**config.mk**
```make
export PLATFORM = sky130hd
export DESIGN_NAME = fnd_scan_ctrl_flat
export DESIGN_NICKNAME = d
export VERILOG_FILES = /design/src/rtl/fnd_pkg.sv /design/src/rtl/fnd_scan_ctrl_if.sv /design/src/rtl/bin2bcd_seq.sv /design/src/rtl/fnd_scan_ctrl.sv /design/src/flat_wrapper.sv
export SDC_FILE = /design/constraint.sdc
export NUM_CORES = 1
export LEC_CHECK = 0
export CAP_MARGIN = 20
export CORE_MARGIN = 1.5
export CORE_UTILIZATION = 60
export CTS_BUF_LIST = sky130_fd_sc_hd__clkbuf_8
export DETAILED_ROUTE_END_ITERATION = 8
export HOLD_SLACK_MARGIN = 0.06
export PLACE_DENSITY = 0.91
export SLEW_MARGIN = 10
export SYNTH_ARGS = -nofsm -noshare
export SYNTH_HDL_FRONTEND = slang
export SYNTH_SLANG_ARGS = --single-unit
```
**constraint.sdc**
```tcl
create_clock -name clk -period 4.3 [get_ports clk]
set_input_delay 0.86 -clock clk [delete_from_list [all_inputs] [get_ports clk]]
set_output_delay 0.86 -clock clk [all_outputs]
set_load 0.03 [all_outputs]
```
**src/rtl/fnd_pkg.sv**
```systemverilog
// Shared constants and helpers for the FND scan path: segment codes, the
// conversion FSM state type and the double-dabble digit adjust.
package fnd_pkg;

   typedef enum logic [1:0] {IDLE, CONV, DONE} conv_state_t;

   localparam logic [7:0] SEG_CODE [10] = '{
      8'hC0, 8'hF9, 8'hA4, 8'hB0, 8'h99,
      8'h92, 8'h82, 8'hF8, 8'h80, 8'h90
   };
   localparam logic [7:0]  SEG_BLANK = 8'hFF;
   localparam logic [7:0]  SEG_DASH  = 8'hBF;
   localparam int unsigned DP_BIT    = 7;

   function automatic logic [3:0] dd_adjust(input logic [3:0] n);
      return (n >= 4'd5) ? n + 4'd3 : n;
   endfunction

   function automatic logic [7:0] seg_of(input logic [3:0] d);
      return (d <= 4'd9) ? SEG_CODE[d] : SEG_BLANK;
   endfunction

endpackage

```
**src/rtl/fnd_scan_ctrl_if.sv**
```systemverilog
// Value load handshake between the status logic (master) and the FND
// scan controller (slave).
interface fnd_scan_ctrl_if #(
   parameter int unsigned VALUE_W = 14
);
   logic [VALUE_W-1:0] value_i;
   logic               value_valid;
   logic               busy;
   logic               ovf;

   modport master (output value_i, value_valid, input busy, ovf);
   modport slave  (input value_i, value_valid, output busy, ovf);
endinterface

```
**src/rtl/bin2bcd_seq.sv**
```systemverilog
// Sequential binary-to-BCD converter: accepts a value on the handshake,
// runs one double-dabble shift per clock and commits the result plus overflow.
module bin2bcd_seq
   import fnd_pkg::*;
#(
   parameter int unsigned VALUE_W    = 14,
   parameter int unsigned NUM_DIGITS = 4
) (
   input  logic                    clk,
   input  logic                    rst,
   input  logic [VALUE_W-1:0]      value_i,
   input  logic                    value_valid,
   output logic                    busy,
   output logic                    ovf,
   output logic [4*NUM_DIGITS-1:0] disp_bcd
);

   localparam int unsigned BCD_W = 4 * NUM_DIGITS;
   localparam int unsigned CNT_W = $clog2(VALUE_W + 1);

   conv_state_t        state, state_nx;
   logic [CNT_W-1:0]   shift_cnt;
   logic [VALUE_W-1:0] bin_sh;
   logic [BCD_W-1:0]   bcd_sh;
   logic [BCD_W-1:0]   bcd_adj;
   logic               ovf_acc;
   logic               last_shift;

   assign last_shift = (shift_cnt == CNT_W'(VALUE_W - 1));

   always_comb begin
      bcd_adj = '0;
      for (int unsigned i = 0; i < NUM_DIGITS; i++) begin
         bcd_adj[4*i +: 4] = dd_adjust(bcd_sh[4*i +: 4]);
      end
   end

   always_ff @(posedge clk or negedge rst) begin
      if (!rst) state <= IDLE;
      else      state <= state_nx;
   end

   always_comb begin
      state_nx = state;
      busy     = 1'b0;
      case (state)
         IDLE: if (value_valid) state_nx = CONV;
         CONV: begin
            busy = 1'b1;
            if (last_shift) state_nx = DONE;
         end
         DONE: begin
            busy     = 1'b1;
            state_nx = IDLE;
         end
         default: state_nx = IDLE;
      endcase
   end

   // Any bit leaving the top nibble means a digit beyond NUM_DIGITS is nonzero.
   always_ff @(posedge clk or negedge rst) begin
      if (!rst) begin
         shift_cnt <= '0;
         bin_sh    <= '0;
         bcd_sh    <= '0;
         ovf_acc   <= 1'b0;
         disp_bcd  <= '0;
         ovf       <= 1'b0;
      end else begin
         case (state)
            IDLE: if (value_valid) begin
               bin_sh    <= value_i;
               bcd_sh    <= '0;
               ovf_acc   <= 1'b0;
               shift_cnt <= '0;
            end
            CONV: begin
               {bcd_sh, bin_sh} <= {bcd_adj[BCD_W-2:0], bin_sh, 1'b0};
               ovf_acc          <= ovf_acc | bcd_adj[BCD_W-1];
               shift_cnt        <= shift_cnt + 1'b1;
            end
            DONE: begin
               disp_bcd <= bcd_sh;
               ovf      <= ovf_acc;
            end
            default: ;
         endcase
      end
   end

endmodule

```
**src/rtl/fnd_scan_ctrl.sv**
```systemverilog
// Multi-digit common-anode FND scan controller: BCD conversion, digit scan,
// leading-zero blanking, decimal points, overflow dashes and blinking.
module fnd_scan_ctrl
   import fnd_pkg::*;
#(
   parameter int unsigned NUM_DIGITS  = 4,
   parameter int unsigned VALUE_W     = 14,
   parameter int unsigned TICK_DIV    = 100000,
   parameter int unsigned BLINK_TICKS = 500
) (
   input  logic                  clk,
   input  logic                  rst,
   fnd_scan_ctrl_if.slave        bus,
   input  logic                  blank_lz,
   input  logic [NUM_DIGITS-1:0] dp_mask,
   input  logic                  blink_en,
   output logic [NUM_DIGITS-1:0] fnd_com,
   output logic [7:0]            fnd_data
);

   localparam int unsigned IDX_W   = $clog2(NUM_DIGITS);
   localparam int unsigned TICK_W  = (TICK_DIV > 1) ? $clog2(TICK_DIV) : 1;
   localparam int unsigned BLINK_W = (BLINK_TICKS > 1) ? $clog2(BLINK_TICKS) : 1;

   logic [4*NUM_DIGITS-1:0] disp_bcd;
   logic                    conv_busy, conv_ovf;
   logic [TICK_W-1:0]       tick_cnt;
   logic                    tick;
   logic [IDX_W-1:0]        scan_idx;
   logic [BLINK_W-1:0]      blink_cnt;
   logic                    blink_phase;
   logic [NUM_DIGITS-1:0]   lz_mask;
   logic                    lz_run;
   logic [3:0]              cur_digit;
   logic [7:0]              seg_nx;
   logic [NUM_DIGITS-1:0]   com_nx;

   bin2bcd_seq #(.VALUE_W(VALUE_W), .NUM_DIGITS(NUM_DIGITS)) u_conv (
      .clk         (clk),
      .rst         (rst),
      .value_i     (bus.value_i),
      .value_valid (bus.value_valid),
      .busy        (conv_busy),
      .ovf         (conv_ovf),
      .disp_bcd    (disp_bcd)
   );

   assign bus.busy = conv_busy;
   assign bus.ovf  = conv_ovf;
   assign tick     = (tick_cnt == TICK_W'(TICK_DIV - 1));

   always_ff @(posedge clk or negedge rst) begin
      if (!rst) begin
         tick_cnt <= '0;
         scan_idx <= '0;
      end else if (tick) begin
         tick_cnt <= '0;
         scan_idx <= (scan_idx == IDX_W'(NUM_DIGITS - 1)) ? '0 : scan_idx + 1'b1;
      end else begin
         tick_cnt <= tick_cnt + 1'b1;
      end
   end

   always_ff @(posedge clk or negedge rst) begin
      if (!rst) begin
         blink_cnt   <= '0;
         blink_phase <= 1'b0;
      end else if (!blink_en) begin
         blink_cnt   <= '0;
         blink_phase <= 1'b0;
      end else if (tick) begin
         if (blink_cnt == BLINK_W'(BLINK_TICKS - 1)) begin
            blink_cnt   <= '0;
            blink_phase <= ~blink_phase;
         end else begin
            blink_cnt <= blink_cnt + 1'b1;
         end
      end
   end

   // lz_mask[i]: digit i and every digit above it are zero; digit 0 never blanks.
   always_comb begin
      lz_run  = 1'b1;
      lz_mask = '0;
      for (int unsigned i = NUM_DIGITS - 1; i >= 1; i--) begin
         lz_run     = lz_run & (disp_bcd[4*i +: 4] == 4'd0);
         lz_mask[i] = lz_run;
      end
   end

   always_comb begin
      cur_digit = disp_bcd[4*scan_idx +: 4];
      if (conv_ovf)                          seg_nx = SEG_DASH;
      else if (blank_lz && lz_mask[scan_idx]) seg_nx = SEG_BLANK;
      else                                   seg_nx = seg_of(cur_digit);
      if (dp_mask[scan_idx]) seg_nx[DP_BIT] = 1'b0;
      com_nx = (blink_en && blink_phase) ? '1 : ~(NUM_DIGITS'(1) << scan_idx);
   end

   always_ff @(posedge clk or negedge rst) begin
      if (!rst) begin
         fnd_com  <= '1;
         fnd_data <= SEG_BLANK;
      end else if (tick) begin
         fnd_com  <= com_nx;
         fnd_data <= seg_nx;
      end
   end

endmodule

```
**src/flat_wrapper.sv**
```systemverilog
// flat-port wrapper written by rule: the top's interface ports become plain ports
module fnd_scan_ctrl_flat import fnd_pkg::*;
#(
   parameter int unsigned NUM_DIGITS  = 4,
   parameter int unsigned VALUE_W     = 14,
   parameter int unsigned TICK_DIV    = 100000,
   parameter int unsigned BLINK_TICKS = 500
)
  (clk, rst, blank_lz, dp_mask, blink_en, fnd_com, fnd_data, bus_value_i, bus_value_valid, bus_busy, bus_ovf);
  fnd_scan_ctrl_if #(.VALUE_W(VALUE_W)) bus_i ();
  input  logic clk;
  input  logic rst;
  input  logic blank_lz;
  input  logic [NUM_DIGITS-1:0] dp_mask;
  input  logic blink_en;
  output logic [NUM_DIGITS-1:0] fnd_com;
  output logic [7:0] fnd_data;
  input wire logic [$bits(bus_i.value_i)-1:0] bus_value_i;
  input wire logic [$bits(bus_i.value_valid)-1:0] bus_value_valid;
  output wire logic [$bits(bus_i.busy)-1:0] bus_busy;
  output wire logic [$bits(bus_i.ovf)-1:0] bus_ovf;
  assign bus_i.value_i = bus_value_i;
  assign bus_i.value_valid = bus_value_valid;
  assign bus_busy = bus_i.busy;
  assign bus_ovf = bus_i.ovf;
  fnd_scan_ctrl #(.NUM_DIGITS(NUM_DIGITS), .VALUE_W(VALUE_W), .TICK_DIV(TICK_DIV), .BLINK_TICKS(BLINK_TICKS)) u_core (.clk(clk), .rst(rst), .bus(bus_i), .blank_lz(blank_lz), .dp_mask(dp_mask), .blink_en(blink_en), .fnd_com(fnd_com), .fnd_data(fnd_data));
endmodule
```
==> flow_summary_export.csv <==
group,metric,value,unit
run_status,status,"complete, no violations",
synth,synth.top_cells.by_area,"sky130_fd_sc_hd__dfrtp_1 43%, sky130_fd_sc_hd__dfstp_2 6.5%, sky130_fd_sc_hd__ha_1 6.2%",
die,core_area,7810,sq um
routing,routed_wl,10.3,mm
clock_tree,clockRootBuffer,"sky130_fd_sc_hd__clkbuf_8",
power_and_ir_drop,p_switching,0.000837,W
synth,yosysTopAreaCell,"sky130_fd_sc_hd__dfrtp_1",
synth,synth_commonest_cells,"83 x sky130_fd_sc_hd__dfrtp_1, 40 x sky130_fd_sc_hd__nand2_1, 34 x sky130_fd_sc_hd__o21ai_0, 33 x sky130_fd_sc_hd__nor2_1, 30 x sky130_fd_sc_hd__a21oi_1",
critical_path,timing.critical_path.slowest_stage_cell,"sky130_fd_sc_hd__mux4_1",
run,timing.max_cap.violations,0,
timing,setup-violations-final,0,
timing,final.setup_skew,12.9,ps
critical_path,worstSetupPathDepth,8,
grt,grt_start_max_net_pins,76,
routing,dr_vias,3722,
critical_path,worst_path_dominant_cell_family,"compound AO/OA/AOI/OAI gates",
routing,detail-route-antenna-nets,0,
clock_tree,cts_tree,"yes",
timing,max_freq,334,MHz
grt,grt_antenna_before_repair,0,
synth,postSynthNetCount,520,
synth,synth-async-reset-ratio,100,%
synth,synthMostInstantiatedCell,"sky130_fd_sc_hd__dfrtp_1",
power_and_ir_drop,power.combinational.fraction,31.2,%
power_and_ir_drop,ir_drop,0.000487,V
clock_tree,cts-hold-fix-buffers,0,
power_and_ir_drop,power_leakage,2.35,nW
power_and_ir_drop,p_seq_share,46.6,%
power_and_ir_drop,p_int,0.00152,W
clock_tree,cts_buffer_count,9,
finish,finish.net_count,550,
synth,ys_seq_area_share,49.1,%
finish,multi_input_area,2320,sq um
clock_tree,path_clk_slew,90,ps
power_and_ir_drop,power.density,430,nW/um^2
routing,route.detailed.vias_per_inst,6.10,
finish,nFillCells,550,
clock_tree,htree_num_levels,3,
power_and_ir_drop,swShare,35.5,%
critical_path,critical_path.n_buffers_inverters,1,
timing,timing.final.crit_period,2990,ps
critical_path,cp_slowest_stage_delay,710,ps
clock_tree,cts_buffer_depth,2,
place,hpwl_after_dpl,7.16,mm
finish,final_layout_size_suffix_gt1_share,11.0,%
critical_path,crit_type,"flop to flop",
clock_tree,clock_insertion_delay_worst_skew,370,ps
die,initial_core_utilization,62.4,%
die,io_pins,37,
min_path,min-delay-path-class,"flop to flop",
die,die_y,93.1,microns
timing,rsz0062_at_grt,"false",
routing,wl_per_cell,16.8,microns
critical_path,critPathRequiredTime,4600,ps
grt,grt_first_pass_wirelength,17.2,mm
synth,synth_top_area_share,42.6,%
timing,timing.max_slew.rel_slack,35.4,%
finish,insertedDiodeCount,0,
timing,drv_slew,0,
critical_path,reg2regPathDepth,8,
clock_tree,cts_post_setup_buffers_inserted,0,
critical_path,startpoint_type,"flop",
timing,tns,0,ps
routing,drt_pre_antenna_iters,5,
power_and_ir_drop,share_clk_of_total_power,22.1,%
timing,period_share,69.6,%
finish,flow.area_growth_from_synthesis,12.4,%
synth,synth.cell_area,4870,sq um
critical_path,crit_path_max_fanout,11,
min_path,min_delay_path_depth,1,
synth,dominantRegCellSynth,"sky130_fd_sc_hd__dfrtp_1",
place,finalWeightedCongestion,0.878,
synth,avg_inst_size_synth,10.3,sq um
timing,timing_hold_violations_final,0,
synth,number_of_synthesized_flops_with_an_enable_pin,0,
die,die_w,93.1,microns
critical_path,cp_capture_type,"flop",
synth,synth-seq-cells,95,
clock_tree,cts-resized-gates,0,
routing,detail_route.drc_violations,0,
clock_tree,number_of_clock_sinks_seen_by_cts,95,
routing,drt_iter0_markers,148,
grt,grt_pass1_vias,3644,
finish,register_area,2390,sq um
synth,synth-warning-count,0,
die,placementRows,32,
power_and_ir_drop,design_power_total,0.00236,W
critical_path,worst_ep_arrival_time,3290,ps
timing,worst_slew_pin_slew,968,ps
critical_path,crit_path_cell_trace,"mux4_1, inv_1, ha_1, o21ai_0, o221a_4, a311oi_4, o211ai_1, o21a_1",
grt,grt.total_usage,25.3,%
grt,overflow,0,
place,portBuffers,36,
synth,ys_types,51,
die,total_die_area,8670,sq um
timing,timing.hold.ws,505,ps
synth,cell_count_after_synthesis,473,
[layout by cell type, fill, tap and decap left out, drive strengths merged, types with 7 or more instances in the layout]
master         synthesis  routed
xnor2                 12      12
nand3                 13      13
inv                   19      23
nor2                  33      33
nand2                 40      40
o22ai                 25      25
nor3                  11      11
dfstp                 12      12
clkdlybuf4s50          0      35
dfrtp                 83      83
xor2                  12      12
o21ai                 34      34
clkbuf                17      10
ha                    24      24
a31oi                 12      12
a21oi                 30      30
mux2                  19      19
nand2b                 7       7
[layout make-up]
cell class / instances / share of cell area [%]
well taps: 102 / 2.33
flip-flops and latches: 95 / 43.7
inverters: 19 / 1.30
multi-input cells: 337 / 42.4
repair buffers: 41 / 7.22
clock buffers: 10 / 2.51
clock inverters: 6 / 0.571
[state kept, by name, indices dropped and copies added, names as in the netlist]
signal,count
u_core.u_conv.disp_bcd,16
u_core.blink_cnt,9
u_core.blink_phase,1
u_core.fnd_data,8
u_core.fnd_com,4
u_core.tick_cnt,17
u_core.u_conv.bin_sh,14
u_core.u_conv.ovf,1
u_core.u_conv.state,2
u_core.u_conv.ovf_acc,1
u_core.u_conv.bcd_sh,16
u_core.scan_idx,2
u_core.u_conv.shift_cnt,4
[per-stage QoR]
step | util (%) | setup slack, ps | instances | cell area, sq um
final | 70.1 | 1310 | 610 | 5470
after detailed placement | 67.9 | 1220 | 594 | 5310
after global placement | 67.9 | 1290 | 594 | 5310
after floorplan | - | 1850 | 473 | 4870
after global routing | 70.1 | 1200 | 610 | 5470
after CTS | 70.1 | 1350 | 610 | 5470
[power by group through the flow]
stage | combinational, W | sequential, W | clock (W)
2_1_floorplan | 0.000556 | 0.00108 | 0
3_3_place_gp | 0.000692 | 0.00110 | 0
3_5_place_dp | 0.000736 | 0.00111 | 0
4_1_cts | 0.000736 | 0.00109 | 0.000531
5_1_grt | 0.000821 | 0.00111 | 0.000561
6_report | 0.000736 | 0.00110 | 0.000521
[final timing paths]
kind	from	end	slack (ps)
max in group asynchronous	rst	u_core.u_conv.disp_bcd[3]	2820
worst min register to register	u_core.blink_cnt[7]	u_core.blink_cnt[7]	500
worst max register to register	u_core.scan_idx[0]	u_core.fnd_data[3]	1310
worst max-delay path	u_core.scan_idx[0]	u_core.fnd_data[3]	1310
min in group asynchronous	rst	u_core.tick_cnt[9]	620
worst min-delay path	u_core.blink_cnt[7]	u_core.blink_cnt[7]	500
[routing by layer]
| layer | vias up | GRT usage, % | part of all wire, % |
|---|---|---|---|
| met1 | 1836 | 31.7 | 41 |
| met5 | - | 0 | 0 |
| li1 | 1757 | - | - |
| met3 | 13 | 4.80 | 4.7 |
| met4 | 0 | 8.71 | 1.4 |
| met2 | 116 | 44.0 | 53 |
[worst register-to-register path, cell delays in order (launching register included)]
cell and delay (ps):
sky130_fd_sc_hd__dfrtp_1 640, sky130_fd_sc_hd__mux4_1 710, sky130_fd_sc_hd__inv_1 160, sky130_fd_sc_hd__ha_1 240, sky130_fd_sc_hd__o21ai_0 120, sky130_fd_sc_hd__o221a_4 310, sky130_fd_sc_hd__a311oi_4 400, sky130_fd_sc_hd__o211ai_1 200
sky130_fd_sc_hd__o21a_1 150
[kinds of logic after synthesis]
logic type      Yosys count  synth area share (%)
flops                    95                  49.1
buf+inv                  41                  3.36
xor+xnor                 24                  4.31
mux                      27                  7.55
fa+ha+maj                24                  6.16
compound gates          127                  16.2
simple gates            135                  13.3
(Power assumes the default switching activity.)
